[config.mk]
export PLATFORM = sky130hd
export DESIGN_NAME = icache_refill_ctrl_flat
export DESIGN_NICKNAME = d
export VERILOG_FILES = /design/src/rtl/icache_refill_ctrl_if.sv /design/src/rtl/icache_refill_ctrl.sv /design/src/flat_wrapper.sv
export SDC_FILE = /design/constraint.sdc
export NUM_CORES = 1
export LEC_CHECK = 0
export ABC_AREA = 1
export BUFFER_PORTS_ARGS = -buffer_cell sky130_fd_sc_hd__buf_2
export CAP_MARGIN = 20
export CORE_MARGIN = 3
export CORE_UTILIZATION = 40
export DETAILED_ROUTE_END_ITERATION = 10
export GPL_TIMING_DRIVEN = 0
export PLACE_DENSITY_LB_ADDON = 0.08
export SLEW_MARGIN = 10
export SYNTH_ARGS = -nofsm -noshare
export SYNTH_HDL_FRONTEND = slang
export SYNTH_SLANG_ARGS = --single-unit
[constraint.sdc]
create_clock -name clock -period 3.7 [get_ports clock]
set_clock_uncertainty 0.05 [all_clocks]
set_input_delay 0.74 -clock clock [delete_from_list [all_inputs] [get_ports clock]]
set_output_delay 0.74 -clock clock [all_outputs]
set_load 0.02 [all_outputs]
[src/rtl/icache_refill_ctrl_if.sv]
// Instruction-memory read port between the refill controller (master) and memory (slave).
interface icache_refill_ctrl_if #(
  parameter int dataW = 32
);
  logic             MemReq;
  logic [dataW-1:0] MemAddr;
  logic             MemAck;
  logic [31:0]      MemData;

  // A word moves on any cycle with MemReq && MemAck. While MemReq is high
  // and MemAck low, MemReq and MemAddr stay unchanged. MemAck with MemReq low
  // carries no meaning.
  modport master (output MemReq, output MemAddr, input MemAck, input MemData);
  modport slave  (input MemReq, input MemAddr, output MemAck, output MemData);
endinterface

[src/rtl/icache_refill_ctrl.sv]
// Direct-mapped instruction cache with word-by-word line refill over a req/ack port.
// Define ICACHE_STATS_EN to add saturating HitCount/MissCount outputs.
module icache_refill_ctrl #(
  parameter int dataW = 32,
  parameter int LINES = 8,
  parameter int WORDS = 4
) (
  input  logic                 clock,
  input  logic                 reset,
  input  logic [dataW-1:0]     ProgAddr,
  input  logic                 Flush,
  output logic                 InsCacheStall,
  output logic [31:0]          Instr,
  icache_refill_ctrl_if.master memBus,
  output logic [1:0]           fsmState
`ifdef ICACHE_STATS_EN
  ,
  output logic [31:0]          HitCount,
  output logic [31:0]          MissCount
`endif
);
  localparam int WORD_BITS = $clog2(WORDS);
  localparam int IDX_BITS  = $clog2(LINES);
  localparam int IDX_LSB   = 2 + WORD_BITS;
  localparam int TAG_LSB   = IDX_LSB + IDX_BITS;
  localparam int TAG_W     = dataW - TAG_LSB;
  localparam logic [WORD_BITS-1:0] LAST_WORD = WORD_BITS'(WORDS - 1);
  localparam logic [dataW-1:0]     LINE_MASK = dataW'(WORDS * 4 - 1);

  typedef enum logic [1:0] {IDLE = 2'd0, FILL = 2'd1, DONE = 2'd2} state_t;
  state_t state, nextState;

  logic [LINES-1:0]     valid;
  logic [TAG_W-1:0]     tagMem  [LINES];
  logic [31:0]          dataMem [LINES][WORDS];
  logic [dataW-1:0]     base;
  logic [WORD_BITS-1:0] counter;

  logic [WORD_BITS-1:0] reqWord;
  logic [IDX_BITS-1:0]  reqIdx;
  logic [TAG_W-1:0]     reqTag;
  logic [IDX_BITS-1:0]  fillIdx;
  logic [TAG_W-1:0]     fillTag;
  logic                 hit;
  logic                 missStart;
  logic                 ackWord;
  logic                 fillLast;
  logic [1:0]           unusedByteBits;

  assign reqWord        = ProgAddr[IDX_LSB-1:2];
  assign reqIdx         = ProgAddr[TAG_LSB-1:IDX_LSB];
  assign reqTag         = ProgAddr[dataW-1:TAG_LSB];
  assign fillIdx        = base[TAG_LSB-1:IDX_LSB];
  assign fillTag        = base[dataW-1:TAG_LSB];
  assign unusedByteBits = ProgAddr[1:0];

  assign hit       = valid[reqIdx] && (tagMem[reqIdx] == reqTag);
  assign Instr     = dataMem[reqIdx][reqWord];
  assign missStart = (state == IDLE) && !hit;
  // A Flush in the same cycle as an ack discards that word and the line.
  assign ackWord   = (state == FILL) && memBus.MemAck && !Flush;
  assign fillLast  = ackWord && (counter == LAST_WORD);
  assign fsmState  = state;

  always_ff @(posedge clock or posedge reset) begin
    if (reset) state <= IDLE;
    else       state <= nextState;
  end

  always_comb begin
    nextState = state;
    case (state)
      IDLE:    if (!hit) nextState = FILL;
      FILL:    if (Flush) nextState = IDLE;
               else if (fillLast) nextState = DONE;
      DONE:    nextState = IDLE;
      default: nextState = IDLE;
    endcase
  end

  always_comb begin
    InsCacheStall  = 1'b1;
    memBus.MemReq  = 1'b0;
    memBus.MemAddr = '0;
    case (state)
      IDLE: InsCacheStall = !hit;
      FILL: begin
        memBus.MemReq  = 1'b1;
        memBus.MemAddr = base + dataW'({counter, 2'b00});
      end
      default: ;
    endcase
  end

  always_ff @(posedge clock or posedge reset) begin
    if (reset) begin
      base    <= '0;
      counter <= '0;
    end else if (missStart) begin
      base    <= ProgAddr & ~LINE_MASK;
      counter <= '0;
    end else if (ackWord) begin
      counter <= counter + WORD_BITS'(1);
    end
  end

  always_ff @(posedge clock or posedge reset) begin
    if (reset)         valid <= '0;
    else if (Flush)    valid <= '0;
    else if (fillLast) valid[fillIdx] <= 1'b1;
  end

  // Tags and data are never cleared; the valid bits alone gate a hit.
  always_ff @(posedge clock) begin
    if (ackWord)  dataMem[fillIdx][counter] <= memBus.MemData;
    if (fillLast) tagMem[fillIdx] <= fillTag;
  end

`ifdef ICACHE_STATS_EN
  always_ff @(posedge clock or posedge reset) begin
    if (reset) begin
      HitCount  <= '0;
      MissCount <= '0;
    end else begin
      if ((state == IDLE) && hit && (HitCount != '1))  HitCount  <= HitCount + 32'd1;
      if (missStart && (MissCount != '1))              MissCount <= MissCount + 32'd1;
    end
  end
`endif
endmodule

[src/flat_wrapper.sv]
// flat-port wrapper written by rule: the top's interface ports become plain ports
module icache_refill_ctrl_flat 
#(
  parameter int dataW = 32,
  parameter int LINES = 8,
  parameter int WORDS = 4
)
  (clock, reset, ProgAddr, Flush, InsCacheStall, Instr, fsmState, memBus_MemReq, memBus_MemAddr, memBus_MemAck, memBus_MemData);
  icache_refill_ctrl_if #(.dataW(dataW)) memBus_i ();
  input  logic clock;
  input  logic reset;
  input  logic [dataW-1:0] ProgAddr;
  input  logic Flush;
  output logic InsCacheStall;
  output logic [31:0] Instr;
  output logic [1:0] fsmState;
  output wire logic [$bits(memBus_i.MemReq)-1:0] memBus_MemReq;
  output wire logic [$bits(memBus_i.MemAddr)-1:0] memBus_MemAddr;
  input wire logic [$bits(memBus_i.MemAck)-1:0] memBus_MemAck;
  input wire logic [$bits(memBus_i.MemData)-1:0] memBus_MemData;
  assign memBus_MemReq = memBus_i.MemReq;
  assign memBus_MemAddr = memBus_i.MemAddr;
  assign memBus_i.MemAck = memBus_MemAck;
  assign memBus_i.MemData = memBus_MemData;
  icache_refill_ctrl #(.dataW(dataW), .LINES(LINES), .WORDS(WORDS)) u_core (.clock(clock), .reset(reset), .ProgAddr(ProgAddr), .Flush(Flush), .InsCacheStall(InsCacheStall), .Instr(Instr), .memBus(memBus_i), .fsmState(fsmState));
endmodule
==> impl_metrics.py <==
metrics = {
    "detailed_routing": {
        "viasPerCell": 5.91,
        "avgRoutedWirePerCell_um": 32.3,
        "dr.pass1.iters": 5,
        "drt_wl_total_um": 194000,
        "vias": 35500,
        "drc": 0,
        "ant_nets": 0,
        "drt-initial-drc-count": 4843,
    },
    "worst_setup_path": {
        "rr_startpoint": "u_core.fsmState[1]",
        "path_max_fanout": 10,
        "critical_path.top_delay_family": "buffers and inverters",
        "startpoint": "ProgAddr[6]",
        "path_buf_inv": 7,
        "r2r_end": "u_core.dataMem[5][16]",
        "r2r_slack_ns": 0.25,
        "r2r_cells": 8,
        "crit_required_ns": 2.91,
        "cp-start-kind": "input pin",
        "crit_path_end_kind": "output pin",
        "crit_type": "input pin to output pin",
        "max_stage_delay_ns": 0.40,
        "crit_slowest_cell": "a31oi_2",
        "crit_top_cell": "buf_6",
        "cp_cell_sequence": "buf_2 > buf_6 > buf_12 > clkbuf_8 > buf_6 > clkbuf_8 > o221ai_1 > a31oi_2 > a32oi_4 > buf_6",
        "arrival_ns": 2.93,
    },
    "grt": {
        "met1_usage_pct": 42.2,
        "grt_first_pass_wirelength_um": 267000,
        "busiest_layer": "met2",
        "antenna_found_initial": 15,
        "grt_pass1_vias": 33500,
        "grt_use_total_pct": 29.5,
        "grt.met3_usage_pct": 6.10,
        "overflow": 0,
        "grt_use_met2_pct": 44.9,
        "grt_max_degree": 33,
    },
    "final_layout": {
        "nFillCells": 10700,
        "final_common_cell": "edfxtp_1",
        "fin_area_um2": 62500,
        "area_growth_pct": 24.5,
        "register_area_um2": 37800,
        "layout-drive-gt1-share_pct": 20.2,
        "final_cell_mix": "1,224 x edfxtp_1, 711 x nor2_1, 531 x o21ai_0",
        "final_util_pct": 50.4,
        "multi_input_area_um2": 12500,
        "fin_nets": 4326,
    },
    "floorplan": {
        "rows": 129,
        "fp.dieH_um": 360,
        "die_x_um": 360,
        "start_util_pct": 40.4,
        "coreArea_um2": 124000,
        "ios": 136,
        "die_area_um2": 130000,
    },
    "clock_tree": {
        "htreeDepth": 4,
        "cts_buffer_depth": 3,
        "cts_tree": "yes",
        "cts.clk_slew.worst_paths_ns": 0.06,
        "cts_made_buffers": 140,
        "root_buffer": "clkbuf_16",
        "insertion_delay_ns": 0.77,
        "clock_sinks": 1264,
    },
    "sta": {
        "period_needed_ns": 3.72,
        "finalHoldViolCount": 0,
        "setup_violations": 6,
        "whs_ns": 0.200,
        "slew_violations": 0,
        "max_slew.worst_pin.slew_ns": 1.12,
        "max_freq_ghz": 0.269,
        "post-route-period-util_pct": 100,
        "setup_ws_ns": -0.0182,
        "rsz0062_at_grt": "true",
        "relSlewSlack_pct": 25.4,
    },
    "worst_hold_path": {
        "hold_depth": 3,
        "min_from": "ProgAddr[17]",
        "min_to": "u_core.base[17]",
        "min-delay-path-class": "input pin to register",
    },
    "placed_design": {
        "dpl_cell_area_um2": 54800,
        "gp_congestion": 0.872,
        "port_buffers": 129,
        "dp_hpwl_um": 131000,
    },
    "outcome": {
        "violations": "setup timing",
        "status": "finished, violations left",
    },
    "logic_synthesis": {
        "syn_area_um2": 50200,
        "async_reset_ff_share_pct": 3.16,
        "yosysWarnings": 0,
        "synth.ff_latch_count": 1264,
        "avgSynthCellArea_um2": 12.9,
        "synth_edf_count": 1224,
        "synthCells": 3886,
        "yosysUniqueCellTypes": 27,
        "ys_seq_area_share_pct": 75.2,
        "synthFlopType": "edfxtp_1",
    },
    "power_and_ir_drop": {
        "peakVddDrop_mv": 0.504,
        "p_per_area_nw_per_um2": 548,
        "power_leakage_nw": 21.3,
    },
    "flow_run": {
        "maxCapViolCount": 0,
    },
}
[metrics by stage]
stage / worst slack (ns) / TNS [ns] / total power [mW] / std cells
3_3_place_gp: -5.00 / -3914.33 / 20.5 / 5653
3_5_place_dp: -2.18 / -73.05 / 20.7 / 5728
6_report: -0.0182 / -0.0609 / 34.2 / 6002
5_1_grt: -0.0239 / -0.0663 / 35.2 / 5998
2_1_floorplan: -0.716 / -330.44 / 18.7 / 3887
4_1_cts: 0.0000664 / 0 / 34.3 / 5997
[where the power goes]
part | internal (mW) | switching, mW | total, mW
Clock | 7.55 | 5.73 | 13.3
Combinational | 1.18 | 2.91 | 4.09
Sequential | 16.4 | 0.477 | 16.9
[timing repair]
action	in CTS	in global routing
pin swaps	61	60
buffers inserted	15	1
gates cloned	5	1
hold buffers	1	0
endpoints found under the hold margin	12	0
setup endpoints to repair	33	32
gates resized for setup	725	132
[cells by family after synthesis]
group,after synthesis,synth area share (%)
fa+ha+maj,4,0.0997
flops,1264,75.2
other cells,1,0.00747
xor+xnor,1,0.0175
buf+inv,401,3.29
compound gates,910,11.0
simple gates,1305,10.4
[Yosys cell counts (5+ instances only)]
cell type / n / area share [%]
buf_2: 46 / 0.46
a32oi_1: 26 / 0.45
buf_1: 12 / 0.090
nand3_1: 198 / 2.0
nand2_1: 340 / 2.5
inv_1: 124 / 0.93
nand3b_1: 17 / 0.25
o22ai_1: 64 / 0.80
clkbuf_1: 195 / 1.5
edfxtp_1: 1224 / 73
o221ai_1: 192 / 3.3
dfrtp_1: 40 / 2.0
o21ai_1: 21 / 0.21
buf_4: 14 / 0.21
o21ai_0: 565 / 5.6
o21a_1: 8 / 0.12
buf_6: 5 / 0.11
a31oi_1: 32 / 0.40
nor2_1: 748 / 5.6
[worst max-delay path by stage]
stage / end / slack [ns] / cells after the start
2_1_floorplan: u_core.dataMem[0][0] / -0.72 / 6
3_3_place_gp: u_core.dataMem[7][16] / -5.00 / 6
3_5_place_dp: Instr[5] / -2.18 / 10
4_1_cts: Instr[12] / 0.00007 / 13
5_1_grt: Instr[30] / -0.02 / 12
6_report: Instr[12] / -0.02 / 10
[final cells by class]
class	count	share of cell area (%)
antenna	4	0.0160
buffer	270	4.29
clock buffer	191	6.28
clock inverter	58	0.563
inverter	129	0.791
multi-input combinational	2222	19.9
sequential	1264	60.4
tap	1637	3.28
timing repair buffer	227	4.43
[worst register-to-register path, cell delays in order, from the launching register on]
cell and delay [ns]:
dfrtp_1 0.40, nor2_1 0.23, nand3_1 0.20, inv_1 0.16, nand2_1 0.52, nor2_4 0.84
buf_12 0.27, buf_12 0.22, buf_12 0.23
[flip-flops by register name, summed over array words and instances, names as in the netlist]
register	flops
u_core.valid	8
u_core.tagMem	200
u_core.dataMem	1024
u_core.base	28
u_core.fsmState	2
u_core.counter	2
[per-layer routing]
metal	share of wire [%]	wire (µm)
met5	0.012	24
met2	45	86700
met1	42	81600
met3	9.7	18900
met4	3.5	6870
Power figures use the tool's default switching activity.
